[src/rtl/bitcoin_host.sv]
// Job-side controller for the nonce-search hasher: loads a block header into shared memory,
// kicks the hasher, then scans the 16 per-nonce H0 words for the lowest hash.
`timescale 1ns/1ps
module bitcoin_host #(
  parameter logic [15:0] MSG_BASE   = 16'h0000,
  parameter logic [15:0] OUT_BASE   = 16'h0040,
  parameter int          HDR_WORDS  = 19,
  parameter int          NUM_NONCES = 16
) (
  input  logic        clk,
  input  logic        reset_n,
  input  logic        job_valid,
  output logic        job_ready,
  input  logic [31:0] job_data,
  input  logic [31:0] target,
  output logic [15:0] message_addr,
  output logic [15:0] output_addr,
  output logic        hash_start,
  input  logic        hash_done,
  output logic        mem_own,
  output logic        mem_we,
  output logic [15:0] mem_addr,
  output logic [31:0] mem_write_data,
  input  logic [31:0] mem_read_data,
  output logic        res_valid,
  output logic        res_found,
  output logic [3:0]  res_nonce,
  output logic [31:0] res_hash,
  output logic        busy
);

  localparam logic [2:0] S_LOAD   = 3'd0;
  localparam logic [2:0] S_START  = 3'd1;
  localparam logic [2:0] S_WAIT   = 3'd2;
  localparam logic [2:0] S_READ   = 3'd3;
  localparam logic [2:0] S_REPORT = 3'd4;

  localparam logic [4:0] LAST_IDX   = 5'(HDR_WORDS - 1);
  localparam logic [4:0] LAST_NONCE = 5'(NUM_NONCES - 1);

  logic [2:0]  state_r;
  logic [4:0]  idx_r;
  logic [4:0]  cnt_r;
  logic [31:0] target_r;
  logic [31:0] best_r;
  logic [3:0]  best_nonce_r;
  logic        done_q_r;
  logic        hash_start_r;
  logic        mem_own_r;
  logic        mem_we_r;
  logic [15:0] mem_addr_r;
  logic [31:0] mem_write_data_r;
  logic        res_valid_r;
  logic        res_found_r;
  logic [3:0]  res_nonce_r;
  logic [31:0] res_hash_r;

  logic        accept_s;
  logic        done_rise_s;
  logic [3:0]  cap_nonce_s;
  logic        take_s;
  logic [31:0] next_best_s;
  logic [3:0]  next_nonce_s;

  assign message_addr   = MSG_BASE;
  assign output_addr    = OUT_BASE;
  assign hash_start     = hash_start_r;
  assign mem_own        = mem_own_r;
  assign mem_we         = mem_we_r;
  assign mem_addr       = mem_addr_r;
  assign mem_write_data = mem_write_data_r;
  assign res_valid      = res_valid_r;
  assign res_found      = res_found_r;
  assign res_nonce      = res_nonce_r;
  assign res_hash       = res_hash_r;

  // Handshake, done edge and running-minimum compare of the word arriving this cycle
  always_comb begin
    job_ready   = (state_r == S_LOAD);
    busy        = (state_r != S_LOAD);
    accept_s    = job_valid && job_ready;
    done_rise_s = hash_done && !done_q_r;
    // capture lags the read counter by one; REPORT sees cnt_r=16 and so nonce 15
    cap_nonce_s = 4'(cnt_r - 5'd1);
    if (cap_nonce_s == 4'd0) begin
      take_s = 1'b1;
    end else begin
      take_s = (mem_read_data < best_r);
    end
    if (take_s) begin
      next_best_s  = mem_read_data;
      next_nonce_s = cap_nonce_s;
    end else begin
      next_best_s  = best_r;
      next_nonce_s = best_nonce_r;
    end
  end

  // Job sequencer: header write, start pulse, done wait, result scan and report
  always_ff @(posedge clk or negedge reset_n) begin
    if (!reset_n) begin
      state_r          <= S_LOAD;
      idx_r            <= 5'd0;
      cnt_r            <= 5'd0;
      target_r         <= 32'd0;
      best_r           <= 32'd0;
      best_nonce_r     <= 4'd0;
      done_q_r         <= 1'b0;
      hash_start_r     <= 1'b0;
      mem_own_r        <= 1'b1;
      mem_we_r         <= 1'b0;
      mem_addr_r       <= 16'd0;
      mem_write_data_r <= 32'd0;
      res_valid_r      <= 1'b0;
      res_found_r      <= 1'b0;
      res_nonce_r      <= 4'd0;
      res_hash_r       <= 32'd0;
    end else begin
      done_q_r <= hash_done;
      case (state_r)
        S_LOAD: begin
          mem_own_r   <= 1'b1;
          res_valid_r <= 1'b0;
          if (accept_s) begin
            mem_we_r         <= 1'b1;
            mem_addr_r       <= MSG_BASE + {11'd0, idx_r};
            mem_write_data_r <= job_data;
            if (idx_r == 5'd0) begin
              target_r <= target;
            end
            if (idx_r == LAST_IDX) begin
              idx_r   <= 5'd0;
              state_r <= S_START;
            end else begin
              idx_r <= idx_r + 5'd1;
            end
          end else begin
            mem_we_r <= 1'b0;
          end
        end
        S_START: begin
          mem_we_r     <= 1'b0;
          mem_own_r    <= 1'b0;
          hash_start_r <= 1'b1;
          state_r      <= S_WAIT;
        end
        S_WAIT: begin
          hash_start_r <= 1'b0;
          if (done_rise_s) begin
            mem_own_r  <= 1'b1;
            mem_addr_r <= OUT_BASE;
            cnt_r      <= 5'd0;
            state_r    <= S_READ;
          end
        end
        S_READ: begin
          cnt_r <= cnt_r + 5'd1;
          if (cnt_r < LAST_NONCE) begin
            mem_addr_r <= OUT_BASE + {11'd0, cnt_r + 5'd1};
          end
          if (cnt_r != 5'd0) begin
            best_r       <= next_best_s;
            best_nonce_r <= next_nonce_s;
          end
          if (cnt_r == LAST_NONCE) begin
            state_r <= S_REPORT;
          end
        end
        S_REPORT: begin
          res_hash_r  <= next_best_s;
          res_nonce_r <= next_nonce_s;
          res_found_r <= (next_best_s < target_r);
          res_valid_r <= 1'b1;
          idx_r       <= 5'd0;
          state_r     <= S_LOAD;
        end
        default: begin
          state_r <= S_LOAD;
        end
      endcase
    end
  end

endmodule

[config.mk]
export PLATFORM = sky130hd
export DESIGN_NAME = bitcoin_host
export DESIGN_NICKNAME = d
export VERILOG_FILES = /design/src/rtl/bitcoin_host.sv
export SDC_FILE = /design/constraint.sdc
export NUM_CORES = 1
export LEC_CHECK = 0
export ABC_AREA = 1
export CORE_AREA = 2 2 156 120
export CTS_CLUSTER_SIZE = 14
export DETAILED_ROUTE_END_ITERATION = 8
export DIE_AREA = 0 0 158 122
export HOLD_SLACK_MARGIN = 0.1
export PLACE_DENSITY_LB_ADDON = 0.2
export SYNTH_ARGS = -nofsm -noshare
export SYNTH_HDL_FRONTEND = slang
export SYNTH_SLANG_ARGS = --single-unit
[constraint.sdc]
create_clock -name clk -period 3.3 [get_ports clk]
set_input_delay 0.495 -clock clk [delete_from_list [all_inputs] [get_ports clk]]
set_output_delay 0.495 -clock clk [all_outputs]
set_load 0.03 [all_outputs]
==> results.ini <==
[status]
status=complete, but fails checks
failed_checks=negative setup slack

[cts]
insertion_delay_ns=0.42
clock-root-buffer=clkbuf_16
cts_buffers=17
htreeDepth=4
clock_sinks=161
clk_pin_slew_ns=0.07
clockBufferDepth=2
cts_tree=done

[global_routing]
grt_max_degree=75
first_global_vias=6845
track_usage_pct=22.0
antenna_found_initial=1
grt_pass1_wl_um=33500
grt-ovfl-total=0

[die]
rows=43
io_pins=223
die_x_um=158
core-area_um2=18000
die_h_um=122
dieArea_um2=19300
start_util_pct=47.3

[synth]
synth_seq_cells=161
syn_area_per_cell_um2=8.23
synth_xor_area_share_pct=0.501
yosys_warnings=0
synthMuxAreaShare_pct=0.133
synth-simple-area-share_pct=20.8
yosysSeqAreaShare_pct=47.4
synth_ff_type=dfrtp_1
async_reset_ff_share_pct=100
synthAdderAreaFrac_pct=10.3
synth_compound_area_share_pct=10.7
synth-edff-count=0
synth_cells=1033
synth_top_family_by_area=simple AND/OR/NAND/NOR gates
synth.distinct_cells=36
syn_area_um2=8500

[worst_setup_path]
criticalPathCategory=in -> reg
worstPathRequired_ns=3.67
cp_slowest_cell=clkdlybuf4s50_1
cp_common_cell=nand2_1
cpPeakStageDelay_ns=0.54
critical_path.max_fanout=7
cp.arrival_ns=3.70
endpoint_kind=flip-flop
start_kind=input pin
cp_cell_sequence=clkdlybuf4s50_1 > ha_4 > a21oi_2 > o21ai_1 > a21oi_2 > nand2_2 > nand2_1 > nand2_2 > nand2_4 > nand2_2 > o21ai_2 > ha_1 > a21oi_2 > nor2_1 > a211oi_2 > o21a_1 > o21ai_0 > nand2_1 > a31oi_1 > a2111oi_2 > nand2_1 > nand2_1

[pwr]
intPower_w=0.00730
comb_power_share_pct=56.4
p_sw_w=0.00547
clock_power_share_pct=17.1
switching_share_pct=42.8
power.share.sequential_pct=26.5
finalPower_w=0.0128
peakVddDrop_mv=0.518
p_leak_nw=5.85
p_per_area_nw_per_um2=1100

[route]
drt-total-wl_um=21300
remaining_drc_errors=0
wl_met3_um=1010
post_drt_wl_per_cell_um=14.1
drt_pass1_iterations=5
ant_nets=0
highest_layer=met5
vias_per_cell=4.77
via_count=7205
drtIter0Drc=446
wl_met1_um=10200
dr_wl_met2_um=9680

[timing]
fin_worst_skew_ns=0.00979
tightest_slew_ns=0.630
min_period_ns=3.33
finalMaxSlewViolations=0
setup_slack_ns=-0.0282
slew_headroom_pct=57.9
rsz0062_at_grt=true
timing.setup.tns_ns=-0.0282
setup_viol=1
hold_viol=0
min_period_over_period_pct=101
max_freq_ghz=0.300
whs_ns=0.468

[final_layout]
layout_common_cells=376 x nand2_1, 160 x dfrtp_1, 154 x clkdlybuf4s50_1, 84 x inv_1, 82 x o21ai_0
syn_to_final_growth_pct=37.1
num-nets-final=1422
final_common_cell=nand2_1
fin_area_um2=11600
num_antenna_cells=0
drive_above_1_share_pct=11.1

[place]
dpl.hpwl_um=14900
routabilityCongestion=0.847
place_area_um2=10700
portBuffers=180

[worst_hold_path]
hold_class=reg -> reg

[flow_run]
maxCapViolCount=0

-- metal layers --
metal | track usage (%) | up-vias
li1 | - | 3643
met1 | 31.4 | 3359
met2 | 33.9 | 176
met3 | 4.94 | 25
met4 | 5.86 | 2
met5 | 0 | -
-- area by class of cell --
cell class / instances / area [um2]
fill: 1533 / 6320
sequential: 161 / 4030
multi-input combinational: 738 / 3960
timing repair buffer: 234 / 2330
clock buffer: 23 / 468
inverter: 100 / 375
tap: 247 / 309
clock inverter: 9 / 178
-- critical path, delay by kind of cell --
kind | cells | cell delay [ns]
AOI/OAI and AO/OA | 10 | 1.39
adders and majority gates | 2 | 0.50
buffers and inverters | 1 | 0.54
and+or+nand+nor | 9 | 0.76
-- flip-flops by register name (all words and copies together), names as in the netlist --
name,cells
state_r,3
mem_addr,6
idx_r,5
done_q_r,1
res_found,1
best_nonce_r,4
mem_write_data,32
res_nonce,4
hash_start,1
mem_own,1
res_valid,1
target_r,32
best_r,32
mem_we,1
res_hash,32
cnt_r,5
-- cells in the mapped netlist (2+ instances only) --
| library cell | n | area share, % |
|---|---|---|
| buf_4 | 49 | 4.3 |
| buf_2 | 10 | 0.59 |
| nor2_4 | 4 | 0.53 |
| o21ai_0 | 83 | 4.9 |
| ha_1 | 70 | 10 |
| inv_1 | 89 | 3.9 |
| a31oi_1 | 4 | 0.29 |
| nor3_1 | 5 | 0.29 |
| inv_2 | 10 | 0.44 |
| nand4_1 | 4 | 0.29 |
| nand2_2 | 2 | 0.15 |
| conb_1 | 2 | 0.088 |
| o22ai_1 | 5 | 0.37 |
| clkbuf_1 | 16 | 0.71 |
| dfrtp_1 | 160 | 47 |
| nor2_1 | 37 | 1.6 |
| xor2_1 | 3 | 0.31 |
| a21oi_1 | 30 | 1.8 |
| nand2_1 | 379 | 17 |
| nand3_1 | 12 | 0.71 |
| a211oi_1 | 4 | 0.35 |
| o21ai_1 | 41 | 2.4 |
-- per-stage QoR --
| step | setup slack, ns | util [%] | cells |
|---|---|---|---|
| after floorplan | 0.173 | - | 1073 |
| after global placement | -0.525 | 59.4 | 1474 |
| after detailed placement | -0.684 | 59.4 | 1474 |
| after CTS | 0.00818 | 63.3 | 1509 |
| after global routing | -0.230 | 64.8 | 1512 |
| final | -0.0282 | 64.8 | 1512 |
-- repair_timing --
item | 4_1_cts | 5_1_grt
endpoints found under the setup margin | 1 | 1
gates cloned | 1 | 1
pin swaps | 0 | 23
resized for setup | 6 | 58
hold buffers | 1 | 0
buffers inserted | 1 | 2
hold endpoints to repair | 29 | 0
-- logic make-up (layout without fill, tap and decap cells) --
family | after synthesis | after routing
other cells | 2 | 42
simple gates | 449 | 450
fa+ha+maj | 70 | 70
compound gates | 171 | 171
buf+inv | 175 | 366
mux | 1 | 1
flops | 161 | 161
xor+xnor | 4 | 4
-- power groups by stage --
stage	logic [W]	clock network [W]	registers (W)
after floorplan	0.00333	0	0.00426
after global placement	0.00664	0	0.00338
after detailed placement	0.00678	0	0.00340
after CTS	0.00692	0.00221	0.00338
after global routing	0.00800	0.00230	0.00349
final	0.00720	0.00218	0.00338
-- path summary, 6_finish.rpt --
path	start	cells after the start	slack [ns]	end
worst min-delay path	mem_write_data[16]	2	0.47	mem_write_data[16]
min in group asynchronous	reset_n	2	0.62	target_r[13]
worst min register to register	mem_write_data[16]	2	0.47	mem_write_data[16]
max in group asynchronous	reset_n	3	1.86	cnt_r[3]
worst max register to register	best_r[13]	24	0	res_found
worst max-delay path	mem_read_data[9]	22	-0.03	res_found
Note: power is estimated with default switching activity, not from simulation.
